File: src/rtl/uart_wb_pkg.sv
// Shared types and byte constants for the UART-to-Wishbone command bridge.
// Checksum framing is enabled by defining UART_WB_CHECKSUM_EN.
package uart_wb_pkg;

   typedef enum logic [2:0] {
      ST_IDLE = 3'd0,
      ST_ADDR = 3'd1,
      ST_DATA = 3'd2,
      ST_CHK  = 3'd3,
      ST_BUS  = 3'd4,
      ST_RESP = 3'd5
   } state_t;

   localparam logic [7:0] CMD_WR     = 8'h57;
   localparam logic [7:0] CMD_RD     = 8'h52;
   localparam logic [7:0] RSP_OK     = 8'h4B;
   localparam logic [7:0] RSP_BADCMD = 8'h3F;
   localparam logic [7:0] RSP_TMO    = 8'hEE;
   localparam logic [7:0] RSP_CHK    = 8'h45;

   function automatic logic [7:0] chk_update(input logic [7:0] acc, input logic [7:0] b);
      return acc ^ b;
   endfunction

   // Single-byte responses travel MSB-aligned through the serializer.
   function automatic logic [31:0] rsp_word(input logic [7:0] code);
      return {code, 24'h000000};
   endfunction

endpackage

File: src/rtl/uart_wb_resp_ser.sv
// Response serializer: emits the top nbytes of a 32-bit word, MSB first,
// over a tx_valid/tx_ready handshake.
module uart_wb_resp_ser
   import uart_wb_pkg::*;
(
   input  logic        clk,
   input  logic        rst_n,
   input  logic        start,
   input  logic [31:0] word,
   input  logic [2:0]  nbytes,
   output logic [7:0]  tx_data,
   output logic        tx_valid,
   input  logic        tx_ready,
   output logic        done
);

   logic [23:0] sh_r;
   logic [1:0]  rem_r;
   logic [7:0]  tx_data_r;
   logic        tx_valid_r;

   // Load on start, then advance one byte per accepted handshake.
   always_ff @(posedge clk or negedge rst_n) begin
      if (!rst_n) begin
         sh_r       <= 24'h000000;
         rem_r      <= 2'd0;
         tx_data_r  <= 8'h00;
         tx_valid_r <= 1'b0;
      end else if (start) begin
         tx_data_r  <= word[31:24];
         sh_r       <= word[23:0];
         rem_r      <= 2'(nbytes - 3'd1);
         tx_valid_r <= 1'b1;
      end else if (tx_valid_r && tx_ready) begin
         if (rem_r == 2'd0) begin
            tx_valid_r <= 1'b0;
         end else begin
            tx_data_r <= sh_r[23:16];
            sh_r      <= {sh_r[15:0], 8'h00};
            rem_r     <= rem_r - 2'd1;
         end
      end
   end

   assign tx_data  = tx_data_r;
   assign tx_valid = tx_valid_r;
   assign done     = tx_valid_r && tx_ready && (rem_r == 2'd0);

endmodule

File: src/rtl/uart_wb_bridge.sv
// UART byte-stream to Wishbone master bridge: parses W/R frames, runs one bus
// cycle with timeout, returns the response bytes. Optional macro: UART_WB_CHECKSUM_EN.
module uart_wb_bridge
   import uart_wb_pkg::*;
#(
   parameter int          TIMEOUT = 1024,
   parameter logic [3:0]  SEL_ALL = 4'hF
)(
   input  logic        clk,
   input  logic        rst_n,
   input  logic [7:0]  rx_data,
   input  logic        rx_valid,
   output logic [7:0]  tx_data,
   output logic        tx_valid,
   input  logic        tx_ready,
   output logic        wbm_cyc_o,
   output logic        wbm_stb_o,
   output logic        wbm_we_o,
   output logic [3:0]  wbm_sel_o,
   output logic [31:0] wbm_adr_o,
   output logic [31:0] wbm_dat_o,
   input  logic [31:0] wbm_dat_i,
   input  logic        wbm_ack_i,
   output logic        busy,
   output logic        err_o
);

   localparam int TMO_W = $clog2(TIMEOUT + 1);
   localparam logic [TMO_W-1:0] TMO_LAST = TMO_W'(TIMEOUT - 1);

   state_t            state_r, state_s;
   logic [1:0]        cnt_r, cnt_s;
   logic              we_r, we_s;
   logic [31:0]       adr_r, adr_s;
   logic [31:0]       dat_r, dat_s;
   logic              cyc_r, cyc_s;
   logic [TMO_W-1:0]  tmo_r, tmo_s;
   logic              err_r, err_s;
   logic              busy_r;
   logic              start_r, start_s;
   logic [31:0]       rsp_word_r, rsp_word_s;
   logic [2:0]        rsp_cnt_r, rsp_cnt_s;
   logic              ser_done_s;

`ifdef UART_WB_CHECKSUM_EN
   logic [7:0]        chk_r;

   // Running XOR over CMD, ADDR and DATA bytes of the current frame.
   always_ff @(posedge clk or negedge rst_n) begin
      if (!rst_n) begin
         chk_r <= 8'h00;
      end else if (rx_valid && (state_r == ST_IDLE)) begin
         chk_r <= rx_data;
      end else if (rx_valid && ((state_r == ST_ADDR) || (state_r == ST_DATA))) begin
         chk_r <= chk_update(chk_r, rx_data);
      end
   end
`endif

   // Frame parser and bus sequencer next-state logic.
   always_comb begin
      state_s    = state_r;
      cnt_s      = cnt_r;
      we_s       = we_r;
      adr_s      = adr_r;
      dat_s      = dat_r;
      cyc_s      = cyc_r;
      tmo_s      = tmo_r;
      err_s      = 1'b0;
      start_s    = 1'b0;
      rsp_word_s = rsp_word_r;
      rsp_cnt_s  = rsp_cnt_r;
      case (state_r)
         ST_IDLE: begin
            cnt_s = 2'd0;
            if (rx_valid) begin
               if (rx_data == CMD_WR) begin
                  we_s    = 1'b1;
                  state_s = ST_ADDR;
               end else if (rx_data == CMD_RD) begin
                  we_s    = 1'b0;
                  state_s = ST_ADDR;
               end else begin
                  rsp_word_s = rsp_word(RSP_BADCMD);
                  rsp_cnt_s  = 3'd1;
                  start_s    = 1'b1;
                  err_s      = 1'b1;
                  state_s    = ST_RESP;
               end
            end else begin
               state_s = ST_IDLE;
            end
         end
         ST_ADDR: begin
            if (rx_valid) begin
               adr_s = {adr_r[23:0], rx_data};
               cnt_s = cnt_r + 2'd1;
               if (cnt_r == 2'd3) begin
                  if (we_r) begin
                     state_s = ST_DATA;
                  end else begin
`ifdef UART_WB_CHECKSUM_EN
                     state_s = ST_CHK;
`else
                     state_s = ST_BUS;
                     cyc_s   = 1'b1;
                     tmo_s   = {TMO_W{1'b0}};
`endif
                  end
               end else begin
                  state_s = ST_ADDR;
               end
            end else begin
               state_s = ST_ADDR;
            end
         end
         ST_DATA: begin
            if (rx_valid) begin
               dat_s = {dat_r[23:0], rx_data};
               cnt_s = cnt_r + 2'd1;
               if (cnt_r == 2'd3) begin
`ifdef UART_WB_CHECKSUM_EN
                  state_s = ST_CHK;
`else
                  state_s = ST_BUS;
                  cyc_s   = 1'b1;
                  tmo_s   = {TMO_W{1'b0}};
`endif
               end else begin
                  state_s = ST_DATA;
               end
            end else begin
               state_s = ST_DATA;
            end
         end
`ifdef UART_WB_CHECKSUM_EN
         ST_CHK: begin
            if (rx_valid) begin
               if (rx_data == chk_r) begin
                  state_s = ST_BUS;
                  cyc_s   = 1'b1;
                  tmo_s   = {TMO_W{1'b0}};
               end else begin
                  rsp_word_s = rsp_word(RSP_CHK);
                  rsp_cnt_s  = 3'd1;
                  start_s    = 1'b1;
                  err_s      = 1'b1;
                  state_s    = ST_RESP;
               end
            end else begin
               state_s = ST_CHK;
            end
         end
`endif
         ST_BUS: begin
            err_s = rx_valid;
            // Ack is checked before expiry so a last-cycle ack still completes.
            if (wbm_ack_i) begin
               cyc_s   = 1'b0;
               start_s = 1'b1;
               state_s = ST_RESP;
               if (we_r) begin
                  rsp_word_s = rsp_word(RSP_OK);
                  rsp_cnt_s  = 3'd1;
               end else begin
                  rsp_word_s = wbm_dat_i;
                  rsp_cnt_s  = 3'd4;
               end
            end else if (tmo_r == TMO_LAST) begin
               cyc_s      = 1'b0;
               rsp_word_s = rsp_word(RSP_TMO);
               rsp_cnt_s  = 3'd1;
               start_s    = 1'b1;
               err_s      = 1'b1;
               state_s    = ST_RESP;
            end else begin
               tmo_s = tmo_r + {{(TMO_W-1){1'b0}}, 1'b1};
            end
         end
         ST_RESP: begin
            err_s = rx_valid;
            if (ser_done_s) begin
               state_s = ST_IDLE;
            end else begin
               state_s = ST_RESP;
            end
         end
         default: begin
            state_s = ST_IDLE;
            cyc_s   = 1'b0;
         end
      endcase
   end

   // Bridge state and registered bus/status outputs.
   always_ff @(posedge clk or negedge rst_n) begin
      if (!rst_n) begin
         state_r    <= ST_IDLE;
         cnt_r      <= 2'd0;
         we_r       <= 1'b0;
         adr_r      <= 32'h00000000;
         dat_r      <= 32'h00000000;
         cyc_r      <= 1'b0;
         tmo_r      <= {TMO_W{1'b0}};
         err_r      <= 1'b0;
         busy_r     <= 1'b0;
         start_r    <= 1'b0;
         rsp_word_r <= 32'h00000000;
         rsp_cnt_r  <= 3'd0;
      end else begin
         state_r    <= state_s;
         cnt_r      <= cnt_s;
         we_r       <= we_s;
         adr_r      <= adr_s;
         dat_r      <= dat_s;
         cyc_r      <= cyc_s;
         tmo_r      <= tmo_s;
         err_r      <= err_s;
         busy_r     <= (state_s != ST_IDLE);
         start_r    <= start_s;
         rsp_word_r <= rsp_word_s;
         rsp_cnt_r  <= rsp_cnt_s;
      end
   end

   uart_wb_resp_ser u_ser (
      .clk      (clk),
      .rst_n    (rst_n),
      .start    (start_r),
      .word     (rsp_word_r),
      .nbytes   (rsp_cnt_r),
      .tx_data  (tx_data),
      .tx_valid (tx_valid),
      .tx_ready (tx_ready),
      .done     (ser_done_s)
   );

   assign wbm_cyc_o = cyc_r;
   assign wbm_stb_o = cyc_r;
   assign wbm_we_o  = we_r;
   assign wbm_sel_o = SEL_ALL;
   assign wbm_adr_o = adr_r;
   assign wbm_dat_o = dat_r;
   assign busy      = busy_r;
   assign err_o     = err_r;

endmodule
File: config.mk
export PLATFORM = sky130hd
export DESIGN_NAME = uart_wb_bridge
export DESIGN_NICKNAME = d
export VERILOG_FILES = /design/src/rtl/uart_wb_pkg.sv /design/src/rtl/uart_wb_resp_ser.sv /design/src/rtl/uart_wb_bridge.sv
export SDC_FILE = /design/constraint.sdc
export NUM_CORES = 1
export LEC_CHECK = 0
export ABC_CLOCK_PERIOD_IN_PS = 2400
export CELL_PAD_IN_SITES_DETAIL_PLACEMENT = 1
export CELL_PAD_IN_SITES_GLOBAL_PLACEMENT = 2
export CORE_MARGIN = 10
export CORE_UTILIZATION = 35
export CTS_CLUSTER_SIZE = 30
export DETAILED_ROUTE_END_ITERATION = 10
export GPL_ROUTABILITY_DRIVEN = 1
export PLACE_DENSITY_LB_ADDON = 0.05
export SKIP_LAST_GASP = 1
export SYNTH_ARGS = -nofsm -noshare
export SYNTH_HDL_FRONTEND = slang
export SYNTH_HIERARCHICAL = 1
export SYNTH_SLANG_ARGS = --single-unit
File: constraint.sdc
create_clock -name clk -period 2.4 [get_ports clk]
set_clock_uncertainty 0.15 [all_clocks]
set_input_delay 0.36 -clock clk [delete_from_list [all_inputs] [get_ports clk]]
set_output_delay 0.36 -clock clk [all_outputs]
set_load 0.01 [all_outputs]
Word level (Yosys, flattened, before mapping)
Index checks and enable logic that the tools add are counted.

storage, ports and cells
  register bits after elaboration = 154
  input port bits = 45
  output and inout bits = 82
  word-level logic and storage cells = 131

cells by class
  $add $sub $neg = 4
  equality and inequality tests = 21
  multiplexer cells = 67
  bitwise logic cells = 1
  reductions and logical operators = 22

operator list
  operator                 number
  $mux W32                 6
  $mux W11                 7
  $mux W24                 3
  $pmux W32 S2             1
  $mux W3                  11
  $pmux W11 S3             1
  $mux W8                  3
  $ne A2 B2 Y1 const B     11
  $mux W1                  20
  $mux W2                  9
  $eq A8 B7 Y1 const B     2
  $pmux W3 S5              1
  $add A11 B1 Y11 const B  1
  $eq A11 B10 Y1 const B   1
  $reduce_and A2 Y1        5
  $reduce_bool A2 Y1       5
  $pmux W2 S2              2
  $reduce_and A8 Y1        1
  $reduce_and A7 Y1        1
  $eq A3 B3 Y1 const B     2
  $reduce_bool A3 Y1       2
  $reduce_and A5 Y1        1
  $pmux W1 S4              1
  $reduce_or A2 Y1         2
  other kinds (14)         16

Depth between registers and ports, before layout
Gate-level depths: netlist (run 1).

  word-level depth = 6
  gate-level depth with buffers = 7
  depth with buffers taken out = 6

Modules after synthesis
Netlist (run 1), hierarchy kept.

by module, submodules not included
  module            instances  cells an instance  area each (um2)  sequential area each (um2)
  uart_wb_bridge    1          371                4978.5           2977.9
  uart_wb_resp_ser  1          155                1600.3           875.8

Least setup slack after synthesis (run 1)
No wires, ideal clock.

  path type = reg-to-reg
  start point = register tmo_r[0]
  end point = register busy_r, in the netlist busy
  setup time = 0.132 ns
  arrival = 1.754 ns
  data required time = 2.118 ns
  path slack = 0.364 ns
  cell stages (with the launch flop) = 7
  path buffers = 1
  period minus slack after synthesis = 2.036 ns
  path through = dfrtp_1 -> ha_1 -> and3_1 -> clkbuf_1 -> a41o_2 -> a21boi_0 -> or3b_1

on the way
  longest elaborated chain between the ends = 5

ends and longest elaborated chain
  item                      line                   source
  start: declaration        uart_wb_bridge.sv:37   logic [TMO_W-1:0] tmo_r, tmo_s;
  start signal: assignment  uart_wb_bridge.sv:204  tmo_r <= {TMO_W{1'b0}};
  start signal: assignment  uart_wb_bridge.sv:217  tmo_r <= tmo_s;
  $eq A11 B10 Y1            uart_wb_bridge.sv:169  end else if (tmo_r == TMO_LAST) begin
  $mux W3                   uart_wb_bridge.sv:169
  $mux W3                   uart_wb_bridge.sv:158  if (wbm_ack_i) begin
  $pmux W3 S5               uart_wb_bridge.sv:73   case (state_r)
  $reduce_bool A3 Y1        uart_wb_bridge.sv:219  busy_r <= (state_s != ST_IDLE);
  end signal: assignment    uart_wb_bridge.sv:219
  end: declaration          uart_wb_bridge.sv:39   logic busy_r;

No other way between the ends.
A chain may end at the register's enable or synchronous reset.

Worst setup path after layout (run 1)
Ends and elaborated chain as after synthesis.

==> impl_metrics.csv, run 1 <==
group,metric,value,unit
outcome,status,"completed",
place,gp_congestion,0.817,
cells_and_area,layout_common_cells,"152 x dfrtp_1, 121 x clkdlybuf4s50_1, 59 x mux2_2, 54 x nand2_1, 32 x buf_4",
die,start_util,36.0,%
sta,clock.fmax,462,MHz
clock_tree,cts_sinks,153,
die,rows,49,
sta,period_needed,2.17,ns
setup_path,crit_type,"flip-flop to flip-flop",
place,hpwl,12.3,mm
sta,tns,0,ns
detailed_routing,antenna_left,0,
die,die_h,157,um
clock_tree,htreeDepth,4,
detailed_routing,initialDrtViolationCount,234,
die,dieWidth,157,um
setup_path,arrival,2.31,ns
global_route,grt_use_total,14.5,%
cells_and_area,drive_above_1_share,21.1,%
detailed_routing,vias,4587,
cells_and_area,area_growth_syn_to_layout,34.3,%
sta,drv_slew,0,
sta,period_share,90.3,%
worst_hold_path,hold_path_class,"input port to async pin",
global_route,gr-total-overflow,0,
cells_and_area,n_antenna_cell,0,
detailed_routing,drcViolationCount,0,
synth,syn_area_per_cell,12.5,um^2
global_route,grt_max_degree,57,
synth,synthesis.area,6550,um^2
global_route,grt_use_met2,24.0,%
global_route,antenna_found_initial,0,
die,core,18200,um^2
place,portBuffers,122,
global_route,use_met3,5.07,%
die,io-pin-count,127,
clock_tree,path_clk_slew,0.07,ns
sta,worst_pin_slew,0.746,ns
sta,slew_headroom,50.3,%
clock_tree,numCtsBuffers,17,
power_and_ir_drop,pwr_density_cell,1080,nW/um^2
sta,setup_violations,0,
global_route,busiest_layer,"met2",
sta,holdWs,0.327,ns
setup_path,critPathLaunchType,"flip-flop",
synth,yosysWarnings,6,
sta,grt_setup_unrepaired,"no",
die,dieArea,24600,um^2
power_and_ir_drop,ir_drop,0.575,mV
setup_path,endpoint_kind,"flip-flop",
synth,syn_inst,524,
cells_and_area,final_common_cell,"dfrtp_1",
global_route,use_met1,17.4,%
global_route,grt_pass1_wl,28.1,mm
cells_and_area,utilization,48.3,%
detailed_routing,firstDrtPassIters,4,
detailed_routing,drt_wl_total,17.2,mm
clock_tree,cts_buffer_depth,2,
setup_path,cp.required,2.54,ns
detailed_routing,vias_per_cell,5.02,
sta,hold_viol,0,
flow_run,cap_violations,0,
clock_tree,clk_latency,0.42,ns
power_and_ir_drop,p_leak,0.00403,uW
detailed_routing,post_drt_wl_per_cell,18.9,um
global_route,grt_pass1_vias,5029,
clock_tree,clockRootBuffer,"clkbuf_16",
cells_and_area,nets,718,
clock_tree,cts_tree,"built",
setup_path,path_max_fanout,6,
-- report_power, final --
group | total (uW) | switching (uW) | internal (uW)
clock network | 2630 | 1100 | 1530
logic | 2990 | 1270 | 1720
registers | 3910 | 617 | 3290
total | 9530 | 2990 | 6540
-- through the flow --
step           power, uW  std cells  worst slack [ns]  instance area (um^2)
6_report            9530        913             0.234                  8790
5_1_grt            10200        913            0.0903                  8790
4_1_cts             9710        913            0.0210                  8780
3_5_place_dp        7010        880            -0.102                  8190
3_3_place_gp        6910        880           -0.0671                  8190
2_1_floorplan       5430        527             0.364                  6560
-- worst max-delay path, stage by stage (launching register included) --
cell and delay, ns:
dfrtp_1 0.42, ha_1 0.27, and3_1 0.28, a41o_2 0.32, a21boi_0 0.23, or3b_1 0.37
-- layer usage --
layer | vias up | wire, um
li1 | 2154 | -
met1 | 2346 | 7340
met2 | 77 | 8630
met3 | 10 | 1100
met4 | 0 | 165
met5 | - | 0
-- layout make-up --
class / count / area (um^2)
clock inverters: 11 / 111
multi-input cells: 325 / 2450
inverters: 13 / 48.8
flip-flops and latches: 153 / 3830
repair buffers: 161 / 1590
fillers: 1900 / 9420
well taps: 229 / 287
clock buffers: 21 / 470
-- path summary, 6_finish.rpt --
| check | start | slack, ns | end | depth (start not counted) |
|---|---|---|---|---|
| setup / recovery | tmo_r[0] | 0.23 | busy | 5 |
| hold / removal | rst_n | 0.33 | rsp_word_r[27] | 2 |
| setup reg to reg | tmo_r[0] | 0.23 | busy | 5 |
| hold reg to reg | wbm_dat_o[30] | 0.34 | wbm_dat_o[30] | 1 |
| max in group asynchronous | rst_n | 1.02 | start_r | 3 |
| min in group clk | wbm_dat_i[25] | 0.34 | rsp_word_r[25] | 3 |
-- repair_timing --
item | 4_1_cts | 5_1_grt
setup buffers | 0 | 0
setup endpoints to repair | 0 | 9
resized for setup | 0 | 1
hold endpoints to repair | 52 | 0
hold buffers | 1 | 0
-- state kept, by name (all words and copies together), names as in the netlist, 2 cells and up --
register and count:
wbm_adr_o 32, state_r 3, u_ser/sh_r 24, cnt_r 2
rsp_word_r 32, u_ser/tx_data 8, u_ser/rem_r 2, tmo_r 11
wbm_dat_o 32
Note: power is estimated with default switching activity, not from simulation.
==> run 2: changes to the inputs <==
--- a/config.mk
+++ b/config.mk
@@ -6,6 +6,7 @@
 export NUM_CORES = 1
 export LEC_CHECK = 0
 export ABC_CLOCK_PERIOD_IN_PS = 2400
+export CAP_MARGIN = 20
 export CELL_PAD_IN_SITES_DETAIL_PLACEMENT = 1
 export CELL_PAD_IN_SITES_GLOBAL_PLACEMENT = 2
 export CORE_MARGIN = 10
==> constraint.sdc (replaced) <==
create_clock -name clk -period 2.4 [get_ports clk]
set_clock_uncertainty 0.15 [all_clocks]
set_input_delay 0.36 -clock clk [delete_from_list [all_inputs] [get_ports clk]]
set_output_delay 0.36 -clock clk [all_outputs]
set_load 0.005 [all_outputs]
==> results of run 2 <==
The final DEF is identical to that of run 1. Status: completed.
Main changes from that run: total power 9530 uW -> 9360 uW; worst IR drop on VDD 0.575 mV -> 0.573 mV
==> run 3: changes to the inputs <==
--- a/config.mk
+++ b/config.mk
@@ -14,6 +14,7 @@
 export CTS_CLUSTER_SIZE = 30
 export DETAILED_ROUTE_END_ITERATION = 10
 export GPL_ROUTABILITY_DRIVEN = 1
+export MAX_ROUTING_LAYER = met4
 export PLACE_DENSITY_LB_ADDON = 0.05
 export SKIP_LAST_GASP = 1
 export SYNTH_ARGS = -nofsm -noshare
==> run 3 against run 2 <==
Die area stayed put. Clock power about the same. Design area is the same. Hold slack barely moved. Combinational power barely moved. Worst setup slack is essentially flat. Global-route usage grew 0.41 points. Largest power group unchanged.
==> impl_metrics.csv, run 3 (synthesis gave the netlist of run 1 again) <==
group,metric,value,unit
cells_and_area,area_growth_syn_to_layout,34.3,%
clock_tree,post_cts_buffers,0,
setup_path,endpoint_kind,"flip-flop",
global_route,gr-total-overflow,0,
clock_tree,path_clk_slew,0.07,ns
clock_tree,clockRootBuffer,"clkbuf_16",
power_and_ir_drop,p_total,9360,uW
worst_hold_path,hold_path_class,"input port to async pin",
detailed_routing,drt_wl_total,17.2,mm
flow_run,cap_violations,0,
global_route,grt_use_total,14.9,%
sta,period_needed,2.17,ns
setup_path,arrival,2.31,ns
global_route,grt_pass1_wl,28.1,mm
sta,setup_violations,0,
sta,holdWs,0.327,ns
setup_path,cp.required,2.54,ns
die,start_util,36.0,%
place,gp_congestion,0.829,
sta,clock.fmax,462,MHz
global_route,use_met3,4.55,%
global_route,grt_pass1_vias,5049,
setup_path,path_max_fanout,6,
outcome,status,"completed",
die,dieArea,24600,um^2
sta,worst_pin_slew,0.755,ns
sta,grt_setup_unrepaired,"no",
clock_tree,cts_sinks,153,
power_and_ir_drop,p_leak,0.00403,uW
die,dieWidth,157,um
detailed_routing,vias,4569,
detailed_routing,initialDrtViolationCount,230,
sta,drv_slew,0,
detailed_routing,post_drt_wl_per_cell,18.9,um
power_and_ir_drop,pwr_density_cell,1070,nW/um^2
clock_tree,cts_tree,"built",
cells_and_area,nets,718,
global_route,grt_max_degree,57,
die,io-pin-count,127,
clock_tree,numCtsBuffers,17,
cells_and_area,n_antenna_cell,0,
detailed_routing,firstDrtPassIters,4,
global_route,grt_use_met2,23.9,%
place,portBuffers,122,
setup_path,crit_type,"flip-flop to flip-flop",
cells_and_area,layout_common_cells,"152 x dfrtp_1, 121 x clkdlybuf4s50_1, 59 x mux2_2, 54 x nand2_1, 32 x buf_4",
cells_and_area,drive_above_1_share,21.1,%
clock_tree,clk_latency,0.42,ns
detailed_routing,antenna_left,0,
clock_tree,htreeDepth,4,
die,rows,49,
cells_and_area,final_common_cell,"dfrtp_1",
global_route,use_met1,17.7,%
sta,slew_headroom,49.7,%
setup_path,critPathLaunchType,"flip-flop",
detailed_routing,vias_per_cell,5.00,
die,die_h,157,um
place,hpwl,12.3,mm
die,core,18200,um^2
detailed_routing,drcViolationCount,0,
clock_tree,cts_buffer_depth,2,
global_route,busiest_layer,"met2",
sta,period_share,90.2,%
power_and_ir_drop,ir_drop,0.572,mV
global_route,antenna_found_initial,0,
sta,hold_viol,0,
==> run 3: cell type report <==
| class | count | area, um^2 |
|---|---|---|
| inverter | 13 | 48.8 |
| clock buffer | 21 | 470 |
| tap | 229 | 287 |
| multi-input combinational | 325 | 2450 |
| sequential | 153 | 3830 |
| fill | 1900 | 9420 |
| timing repair buffer | 161 | 1590 |
| clock inverter | 11 | 111 |
==> run 3: worst paths after layout <==
path	startpoint	to	slack, ns	depth (start not counted)
min in group clk	wbm_dat_i[25]	rsp_word_r[25]	0.34	3
hold / removal	rst_n	rsp_word_r[27]	0.33	2
hold reg to reg	wbm_dat_o[30]	wbm_dat_o[30]	0.34	1
setup reg to reg	tmo_r[0]	busy	0.23	5
setup / recovery	tmo_r[0]	busy	0.23	5
max in group asynchronous	rst_n	start_r	1.03	3
==> run 3: layer usage <==
metal	wire [um]	vias up
li1	-	2151
met1	7430	2331
met2	8660	77
met3	963	10
met4	170	0
met5	0	-
==> run 3: power breakdown <==
part           switching [uW]  internal [uW]  total [uW]
Sequential                619           3290        3910
Combinational            1110           1710        2820
Clock                    1100           1530        2630
Total                    2830           6530        9360
==> run 3: repair_timing <==
action / in CTS / in global routing
hold buffers: 1 / 0
resized for setup: 0 / 1
endpoints found under the hold margin: 52 / 0
setup endpoints to repair: 0 / 9
==> run 3: through the flow <==
| step | instance area (um^2) | util (%) | std cells | setup WS, ns | TNS, ns |
|---|---|---|---|---|---|
| after floorplan | 6560 | - | 527 | 0.364 | 0 |
| after global placement | 8190 | 45.0 | 880 | -0.0671 | -0.0671 |
| after detailed placement | 8190 | 45.0 | 880 | -0.102 | -0.102 |
| after CTS | 8780 | 48.2 | 913 | 0.0210 | 0 |
| after global routing | 8790 | 48.3 | 913 | 0.0903 | 0 |
| final | 8790 | 48.3 | 913 | 0.234 | 0 |
==> run 3: critical path: stages (launching register included) <==
cell	delay, ns
dfrtp_1	0.42
ha_1	0.27
and3_1	0.28
a41o_2	0.32
a21boi_0	0.23
or3b_1	0.37
